<file path="config.mk">
export PLATFORM = sky130hd
export DESIGN_NAME = branch_resolve_queue
export DESIGN_NICKNAME = d
export VERILOG_FILES = /design/src/rtl/branch_resolve_queue.sv
export SDC_FILE = /design/constraint.sdc
export NUM_CORES = 1
export LEC_CHECK = 0
export BUFFER_PORTS_ARGS = -buffer_cell sky130_fd_sc_hd__buf_2
export CORE_MARGIN = 3
export CORE_UTILIZATION = 63
export CTS_CLUSTER_DIAMETER = 50
export DETAILED_ROUTE_END_ITERATION = 10
export PLACE_DENSITY = 0.88
export SLEW_MARGIN = 5
export SYNTH_ARGS = -nofsm -noshare
export SYNTH_HDL_FRONTEND = slang
export SYNTH_SLANG_ARGS = --single-unit
</file>
<file path="constraint.sdc">
create_clock -name clk -period 7.9 [get_ports clk]
set_input_delay 1.185 -clock clk [delete_from_list [all_inputs] [get_ports clk]]
set_output_delay 1.185 -clock clk [all_outputs]
set_load 0.02 [all_outputs]
</file>
<file path="src/rtl/branch_resolve_queue.sv">
// branch_resolve_queue: in-order tracker of in-flight branch predictions.
// Fetch pushes {pc, predicted direction}; execute resolves the oldest entry
// in program order. Each resolve drives one predictor training pulse; a
// mispredict squashes every younger entry and blocks fetch for RECOVER_CYC
// cycles.
// Optional statistics counters are enabled with the macro BRQ_STATS_EN.
//
//   state   | meaning
//   RUN     | normal operation, pushes and resolves accepted
//   RECOVER | wrong-path flush in progress, pushes and resolves refused
module branch_resolve_queue #(
  parameter int DEPTH       = 8,
  parameter int PC_W        = 8,
  parameter int RECOVER_CYC = 2,
  parameter int CNT_W       = 16
) (
  input  logic                         clk,
  input  logic                         reset,
  input  logic                         push_valid,
  output logic                         push_ready,
  input  logic [PC_W-1:0]              push_pc,
  input  logic                         push_pred,
  input  logic                         res_valid,
  input  logic                         res_taken,
  output logic                         upd_valid,
  output logic [PC_W-1:0]              upd_pc,
  output logic                         upd_taken,
  output logic                         mispredict,
  output logic [PC_W-1:0]              mp_pc,
  output logic                         res_err,
  output logic [$clog2(DEPTH+1)-1:0]   occupancy
`ifdef BRQ_STATS_EN
  ,
  output logic [CNT_W-1:0]             stat_branches,
  output logic [CNT_W-1:0]             stat_mispred
`endif
);

  localparam int AW = $clog2(DEPTH);
  localparam int OW = $clog2(DEPTH+1);

  typedef enum logic {RUN, RECOVER} state_t;

  state_t          state, state_next;
  logic [AW-1:0]   rd_ptr, wr_ptr, rd_ptr_inc;
  logic [3:0]      rec_cnt;
  logic [PC_W:0]   mem [DEPTH];
  logic [PC_W:0]   head;
  logic [PC_W-1:0] head_pc;
  logic            head_pred;
  logic            push_fire, res_fire, res_bad, mp_fire;

  assign push_ready = (state == RUN) && (occupancy < OW'(DEPTH));
  assign push_fire  = push_valid && push_ready;
  assign res_fire   = res_valid && (state == RUN) && (occupancy != '0);
  assign res_bad    = res_valid && !res_fire;
  assign head       = mem[rd_ptr];
  assign head_pc    = head[PC_W:1];
  assign head_pred  = head[0];
  assign mp_fire    = res_fire && (head_pred != res_taken);
  assign rd_ptr_inc = rd_ptr + AW'(1);

  // FSM state register
  always_ff @(posedge clk or posedge reset) begin
    if (reset) state <= RUN;
    else       state <= state_next;
  end

  // FSM next state: leave RECOVER on the edge where the counter hits zero
  always_comb begin
    state_next = state;
    case (state)
      RUN:     if (mp_fire) state_next = RECOVER;
      RECOVER: if (rec_cnt <= 4'd1) state_next = RUN;
      default: state_next = RUN;
    endcase
  end

  // recovery down-counter, loaded on mispredict
  always_ff @(posedge clk or posedge reset) begin
    if (reset)                              rec_cnt <= '0;
    else if (mp_fire)                       rec_cnt <= 4'(RECOVER_CYC);
    else if (state == RECOVER && rec_cnt != '0) rec_cnt <= rec_cnt - 4'd1;
  end

  // entry storage; stale contents are harmless since pointers gate access
  always_ff @(posedge clk) begin
    if (push_fire && !mp_fire) mem[wr_ptr] <= {push_pc, push_pred};
  end

  // pointers and occupancy; a mispredict flushes everything younger than head
  always_ff @(posedge clk or posedge reset) begin
    if (reset) begin
      rd_ptr    <= '0;
      wr_ptr    <= '0;
      occupancy <= '0;
    end else if (mp_fire) begin
      rd_ptr    <= rd_ptr_inc;
      wr_ptr    <= rd_ptr_inc;
      occupancy <= '0;
    end else begin
      if (res_fire)  rd_ptr <= rd_ptr_inc;
      if (push_fire) wr_ptr <= wr_ptr + AW'(1);
      case ({push_fire, res_fire})
        2'b10:   occupancy <= occupancy + OW'(1);
        2'b01:   occupancy <= occupancy - OW'(1);
        default: occupancy <= occupancy;
      endcase
    end
  end

  // registered training / mispredict / error outputs, one cycle after resolve
  always_ff @(posedge clk or posedge reset) begin
    if (reset) begin
      upd_valid  <= 1'b0;
      upd_pc     <= '0;
      upd_taken  <= 1'b0;
      mispredict <= 1'b0;
      mp_pc      <= '0;
      res_err    <= 1'b0;
    end else begin
      upd_valid  <= res_fire;
      mispredict <= mp_fire;
      mp_pc      <= mp_fire ? head_pc : '0;
      res_err    <= res_bad;
      if (res_fire) begin
        upd_pc    <= head_pc;
        upd_taken <= res_taken;
      end
    end
  end

`ifdef BRQ_STATS_EN
  // saturating resolve / mispredict statistics
  always_ff @(posedge clk or posedge reset) begin
    if (reset) begin
      stat_branches <= '0;
      stat_mispred  <= '0;
    end else begin
      if (res_fire && stat_branches != '1) stat_branches <= stat_branches + CNT_W'(1);
      if (mp_fire && stat_mispred != '1)   stat_mispred  <= stat_mispred + CNT_W'(1);
    end
  end
`endif

endmodule
</file>
==> summary.md, run 1 <==
| Metric | Value |
|---|---|
| Status | `finished clean` |
| Num CTS Buffers | `9` |
| Cell area after layout | `~0.0047 mm^2` |
| First-pass GRT wire length | `roughly 12 mm` |
| Die Wd | `just under 90 um` |
| Initial antenna violation count | `0` |
| Skew-Pair Late Insertion Delay | `0.36 ns` |
| Fill count | `389` |
| FF+latch area | `0.00304 mm^2` |
| RSZ-0062 raised after global routing | `no` |
| Setup TNS Final | `0 ns` |
| Register-to-Register Path Depth | `6` |
| Hold WC Path Type | `flop to flop` |
| GR met2 Demand/Resource | `between 30% and 40%` |
| Fmax | `between 0.2 and 0.3 GHz` |
| Sequential cell area fraction in the yosys report | `between 70% and 80%` |
| DR WL/cell | `20.2 um` |
| Starting density of the core | `65.9%` |
| GR Util All Layers | `about 22%` |
| Grt met1 use | `around a third` |
| PortBufs | `38` |
| Ys async rst share | `32.7%` |
| CP arrival | `3.71 ns` |
| Buf/Inv on CP | `1` |
| Post-synth top area share | `just over 50%` |
| Clk root buf | `clkbuf_8` |
| Dpl cell area | `~0.0045 mm^2` |
| Post-synth top area cell | `edfxtp_1` |
| GPL Wtd Cong | `0.842` |
| Vias per cell | `5.98` |
| Critical Path Max Stage Delay | `1.02 ns` |
| Synth top area cells | `edfxtp_1 51%, dfrtp_1 21%, mux4_2 9.0%` |
| Gates resized, CTS repair | `0` |
| Final slew viol count | `0` |
| Crit path cell chain | `buf_4, mux2_2, mux4_2, mux2i_4, nand3b_1, nor3_1` |
| Synth Register Bits | `107` |
| Clock Tree Buf Depth | `2` |
| Fin Clk Skew | `between 0.01 and 0.015 ns` |
| Setup repair bufs after CTS | `0` |
| Crit path time final | `3.74 ns` |
| Worst slew pin tran | `1.29 ns` |
| Area Growth Syn to Fin | `9.70%` |
| Clock slew at reported path FFs | `~0.090 ns` |
| Main synth FF type | `edfxtp_1` |
| Inst Count DP | `between 300 and 400` |
| Chip Height | `88.2 um` |
| Number of flops mapped to enable cells by yosys | `72` |
| DRT iter0 DRCs | `197` |
| Max rail drop VDD | `0.148 mV` |
| Vias in the first global route | `2,217` |
| Worst path depth | `6` |
| Detail Placement HPWL | `roughly 5.3 mm` |
| Io pins | `39` |
| Hold-critical path depth | `1` |
| Tot Pwr | `1.68 mW` |
| Final WL | `7.60 mm` |
| Critical path's top delay family | `multiplexers` |
| DRT Pass-1 Iters | `4` |
| Fin cells | `376` |
| Antenna diodes | `0` |
| Final setup violation count | `0` |
| Mapped Avg Cell Area | `~17 um^2` |
| Tcrit/Tclk final | `47.4%` |
| CTS sink cnt | `about 110` |
| Pwr dens | `359 mW/mm^2` |
| Mapped Cells | `254` |
| Static Leak | `around 1.8 nW` |
| Post-route DRC | `0` |
| Yosys cell types | `38` |
| Vias post-DR | `2,248` |
| Die area | `approximately 0.0078 mm^2` |
| Max_slew headroom | `between 10% and 20%` |
| CTS Hold Bufs | `0` |
| Max FO, Critical Path | `23` |
| GR peak layer | `met2` |
| Row Count | `29` |
| CP required | `a little under 8 ns` |
| Mapped Area | `0.00426 mm^2` |
| Largest net degree at the start of global routing | `36` |
| Met3 Use GR | `around 5.4%` |
| Final Hold Vio Count | `0` |
| CTS tree | `yes` |
| Crit start category | `flop` |
| Max Cap Viol | `0` |
| Routed Antenna Nets | `0` |
| Layout cells sized above 1 | `26.8%` |
| Area of the multi-input gates | `0.00115 mm^2` |
| Layout Nets | `around 320` |
| H-tree levels | `3` |
| Yosys warns | `0` |
| Kind of end point of the critical path | `flop` |
| Worst Setup Path Type | `flop to flop` |
| Syn nets | `274` |
| Top-count cell post-synth | `edfxtp_1` |
| Core Box Area | `0.00646 mm^2` |
| Commonest cells in the netlist | `72 x edfxtp_1, 35 x dfrtp_1, 22 x nor2_1, 20 x nand2_1, 17 x mux4_2` |
| Grt total ovfl | `0` |
| CP max stage cell | `nor3_1` |
==> final timing paths <==
path	startpoint	end	slack, ns
max	rd_ptr[0]	mem[0][2]	4.16
min in group asynchronous	reset	mp_pc[5]	0.92
min	upd_taken	upd_taken	0.49
max in group asynchronous	reset	rec_cnt[2]	6.67
min reg2reg	upd_taken	upd_taken	0.49
max reg2reg	rd_ptr[0]	mem[0][2]	4.16
==> layout by cell type (no fill, tap or decap), drive strengths merged, types with 8 or more instances in the layout <==
master and n:
edfxtp 72, buf 40, dfrtp 35, nor2 22, nand2 20, mux4 17, o21ai 13, mux2i 11
xnor2 9, clkbuf 9, inv 8
==> routing by layer <==
metal / share of wire, % / vias up / wire length [um]
met1: 42 / 1105 / 3220
met3: 7.9 / 11 / 597
li1: - / 1032 / -
met5: 0 / - / 0
met2: 48 / 100 / 3630
met4: 1.9 / 0 / 148
==> cell families after synthesis <==
logic type                 count (synthesis)  share of synthesized area (%)
DFF                                      107                           71.4
and+or+nand+nor                           59                           6.62
muxes                                     32                           13.0
AOI/OAI and AO/OA                         23                           3.35
buffers and inverters                     17                           1.79
xor gates and xnor gates                  10                           2.06
adders and majority gates                  6                           1.76
==> cell type report <==
cell class | instances | share of cell area (%)
sequential | 107 | 65.1
multi-input combinational | 130 | 24.6
timing repair buffer | 40 | 4.40
clock buffer | 9 | 2.65
tap | 77 | 2.06
clock inverter | 6 | 0.697
inverter | 7 | 0.563
==> flip-flops by register name, summed over array words and instances (netlist names) <==
register and cells:
rec_cnt 4, wr_ptr 3, rd_ptr 3, mispredict 1, upd_taken 1, upd_pc 8
res_err 1, mp_pc 8, mem 72, upd_valid 1, state 1, occupancy 4
==> per-stage QoR <==
step,worst slack (ns),hold slack (ns),utilization (%)
after floorplan,5.00,0.501,-
after global routing,3.91,0.519,72.3
after detailed placement,4.10,0.467,69.8
after CTS,4.08,0.487,72.2
final,4.16,0.486,72.3
after global placement,4.34,0.457,69.8
==> power breakdown <==
| group | total, mW | internal [mW] | switching (mW) |
|---|---|---|---|
| sequential | 0.807 | 0.708 | 0.0995 |
| clock | 0.280 | 0.110 | 0.169 |
| combinational | 0.588 | 0.262 | 0.326 |
Note: power is estimated with default switching activity, not from simulation.
==> run 2: changes to the inputs <==
--- a/config.mk
+++ b/config.mk
@@ -5,12 +5,13 @@
 export SDC_FILE = /design/constraint.sdc
 export NUM_CORES = 1
 export LEC_CHECK = 0
+export ABC_AREA = 1
 export BUFFER_PORTS_ARGS = -buffer_cell sky130_fd_sc_hd__buf_2
 export CORE_MARGIN = 3
-export CORE_UTILIZATION = 63
+export CORE_UTILIZATION = 59
 export CTS_CLUSTER_DIAMETER = 50
 export DETAILED_ROUTE_END_ITERATION = 10
-export PLACE_DENSITY = 0.88
+export PLACE_DENSITY = 0.83
 export SLEW_MARGIN = 5
 export SYNTH_ARGS = -nofsm -noshare
 export SYNTH_HDL_FRONTEND = slang
==> constraint.sdc (replaced) <==
create_clock -name clk -period 3.5 [get_ports clk]
set_input_delay 0.525 -clock clk [delete_from_list [all_inputs] [get_ports clk]]
set_output_delay 0.525 -clock clk [all_outputs]
set_load 0.02 [all_outputs]
==> run 2 against run 1 <==
Synthesized cell count up 53%. Power up 150%. Sequential power up 120%. Highest routed layer unchanged.
==> summary.md, run 2 <==
| Metric | Value |
|---|---|
| NetSw | `1.71 mW (+190%)` |
| Mapped Avg Cell Area | `11.4 um^2 (-32%)` |
| Antenna diodes | `0 (unchanged)` |
| Pwr dens | `846 mW/mm^2 (+140%)` |
| Fmax | `0.330 GHz (+24%)` |
| Io pins | `39 (unchanged)` |
| GR Util All Layers | `23.7% (+2.1 points)` |
| Comb power frac | `38.3% (+3.2 points)` |
| Max_slew headroom | `21.3% (+7.8 points)` |
| Tcrit/Tclk final | `86.5% (+39 points)` |
| Setup TNS Final | `0 ns (unchanged)` |
| DRT iter0 DRCs | `398 (+100%)` |
| Syn nets | `408 (+49%)` |
| Critical Path Max Stage Delay | `0.93 ns (-0.09 ns)` |
| Vias per cell | `5.71 (-4.5%)` |
| Final Hold Vio Count | `0 (unchanged)` |
| Crit path cell chain | `clkinv_1, nand3_2, nand3_2, nand3_4, nand2_2, nor3_1` |
| Area Growth Syn to Fin | `10.5%` |
| Mapped Cells | `388 (+53%)` |
| Detail Placement HPWL | `6.69 mm (+25%)` |
| Sequential share of power | `43.6% (-4.6 points)` |
| Clk network pwr share | `18.1% (+1.4 points)` |
| Chip Height | `92.6 um (+5.0%)` |
| Num CTS Buffers | `9 (unchanged)` |
| H-tree levels | `3 (unchanged)` |
| Synth Register Bits | `107 (unchanged)` |
| Synth top area cells | `edfxtp_1 49%, dfrtp_1 20%, nand2_1 5.3%` |
| PortBufs | `38 (unchanged)` |
| CP arrival | `3.02 ns (-0.69 ns)` |
| Most used cell, CP | `nand3_2` |
| Layout Nets | `447 (+42%)` |
| Mapped Area | `0.00442 mm^2 (+3.9%)` |
| Clock Tree Buf Depth | `2 (unchanged)` |
| Starting density of the core | `63.0% (-2.9 points)` |
| Yosys warns | `0 (unchanged)` |
| Hold WC Path Type | `input port to async pin` |
| Post-synth top area share | `48.9% (-1.9 points)` |
| Leading cell types in the layout, fill and taps excluded | `72 x edfxtp_1, 62 x nand2_1, 58 x nor2_1, 46 x o21ai_0, 38 x buf_2` |
| Die area | `0.00857 mm^2 (+10%)` |
| Commonest cells in the netlist | `72 x edfxtp_1, 62 x nand2_1, 58 x nor2_1, 46 x o21ai_0, 35 x dfrtp_1` |
| Grt total ovfl | `0 (unchanged)` |
| Max FO, Critical Path | `18 (-22%)` |
| CP required | `3.49 ns (-4.38 ns)` |
| Crit path time final | `3.03 ns (-0.715 ns)` |
| Setup repair bufs after CTS | `0 (unchanged)` |
| Endpoint of the worst register-to-register path | `mem[5][4]` |
| Layout cells sized above 1 | `15.5% (-11 points)` |
| Most common cell after layout, fill and taps aside | `edfxtp_1` |
| RSZ-0062 raised after global routing | `no` |
| Routed Antenna Nets | `0 (unchanged)` |
| Final slew viol count | `0 (unchanged)` |
| Row Count | `30 (+3.4%)` |
| Worst r2r src | `rd_ptr[2]` |
| Static Leak | `2.08 nW (+15%)` |
| Flop-to-flop setup slack | `0.47 ns (-3.68 ns)` |
| Internal Power | `2.42 mW (+120%)` |
| Post-route DRC | `0 (unchanged)` |
| Crit start category | `flop` |
| DR WL/cell | `17.9 um (-12%)` |
| Initial antenna violation count | `0 (unchanged)` |
| CP max stage cell | `nor3_1` |
| Status | `finished clean` |
| Kind of end point of the critical path | `flop` |
| Fin cells | `528 (+40%)` |
| CTS sink cnt | `107 (unchanged)` |
| Max Cap Viol | `0 (unchanged)` |
| Max rail drop VDD | `0.322 mV (+120%)` |
| Clk root buf | `clkbuf_8` |
| Inst Count DP | `512 (+42%)` |
| Die Wd | `92.6 um (+5.0%)` |
| Vias in the first global route | `2,847 (+28%)` |
| Reg with most FFs | `mem` |
| Post-synth top area cell | `edfxtp_1` |
| DRT Pass-1 Iters | `5 (+1)` |
| First-pass GRT wire length | `14.9 mm (+24%)` |
| Yosys cell types | `30 (-21%)` |
| Top-count cell post-synth | `edfxtp_1` |
| Sequential cell area fraction in the yosys report | `68.7% (-2.7 points)` |
| Switching portion of total power | `41.4% (+5.8 points)` |
| Gates resized, CTS repair | `0 (unchanged)` |
| Fin Clk Skew | `0.0102 ns (-0.00164 ns)` |
| Clock slew at reported path FFs | `0.10 ns (about the same)` |
| Skew-Pair Late Insertion Delay | `0.37 ns (about the same)` |
| Final WL | `9.44 mm (+24%)` |
| Worst Setup Path Type | `flop to flop` |
| Largest regs | `mem (72), mp_pc (8), upd_pc (8)` |
| Main synth FF type | `edfxtp_1` |
| Max reg flops | `72 (unchanged)` |
| GPL Wtd Cong | `0.970 (+15%)` |
| Register-to-Register Path Depth | `6 (unchanged)` |
| Ys async rst share | `32.7% (unchanged)` |
| CTS tree | `yes` |
| Final setup violation count | `0 (unchanged)` |
| CTS Hold Bufs | `0 (unchanged)` |
| Worst slew pin tran | `1.17 ns (-0.116 ns)` |
| Vias post-DR | `3,015 (+34%)` |
| Largest net degree at the start of global routing | `36 (unchanged)` |
| Number of flops mapped to enable cells by yosys | `72 (unchanged)` |
| Core Box Area | `0.00702 mm^2 (+8.7%)` |
run 2: routing by layer:
| layer | up-vias | track usage (%) | part of all wire, % |
|---|---|---|---|
| li1 | 1407 | - | - |
| met1 | 1440 | 32.8 | 42 |
| met2 | 150 | 37.6 | 47 |
| met3 | 18 | 3.82 | 8.4 |
| met4 | 0 | 9.65 | 2.0 |
| met5 | - | 0 | 0 |
run 2: worst max path at each step:
stage / slack, ns / endpoint / from
global route: 0.19 / mem[4][6] / rd_ptr[2]
global placement: 0.60 / mem[4][1] / res_valid
detailed placement: 0.45 / mem[5][4] / res_valid
CTS: 0.48 / mem[4][2] / rd_ptr[2]
floorplan: 1.16 / mem[0][0] / occupancy[3]
finish: 0.47 / mem[5][4] / rd_ptr[2]
run 2: area by class of cell:
class	count	area, um^2
sequential	107	3040
fill	488	2130
multi-input combinational	232	1170
timing repair buffer	42	220
clock buffer	11	163
inverter	35	134
tap	96	120
clock inverter	5	37.5
run 2: worst max-delay path, delay by kind of cell (launching register included):
| kind | cells | cell delay [ns] |
|---|---|---|
| simple gates | 5 | 1.65 |
| flops | 1 | 0.60 |
| buf+inv | 1 | 0.38 |
run 2: power groups by stage:
stage / Combinational, mW / Clock, mW / Sequential [mW]
after floorplan: 1.03 / 0 / 1.88
after global placement: 1.51 / 0 / 1.81
after detailed placement: 1.55 / 0 / 1.82
after CTS: 1.58 / 0.750 / 1.80
after global routing: 1.76 / 0.812 / 1.83
final: 1.58 / 0.747 / 1.80
run 2: cell families after synthesis:
logic type,Yosys count,share of synthesized area (%)
flops,107,68.7
buf+inv,49,4.78
fa+ha+maj,6,1.70
simple gates,151,14.6
compound gates,69,9.05
xor+xnor,6,1.19
run 2: metrics by stage:
stage	util [%]	setup WS, ns	area, um^2	power, mW	hold slack [ns]
final	69.6	0.471	4890	4.13	0.219
after global routing	69.6	0.188	4890	4.40	0.261
after CTS	69.6	0.482	4890	4.12	0.239
after detailed placement	66.8	0.450	4690	3.37	0.468
after global placement	66.8	0.600	4690	3.32	0.468
after floorplan	-	1.16	4420	2.91	0.479
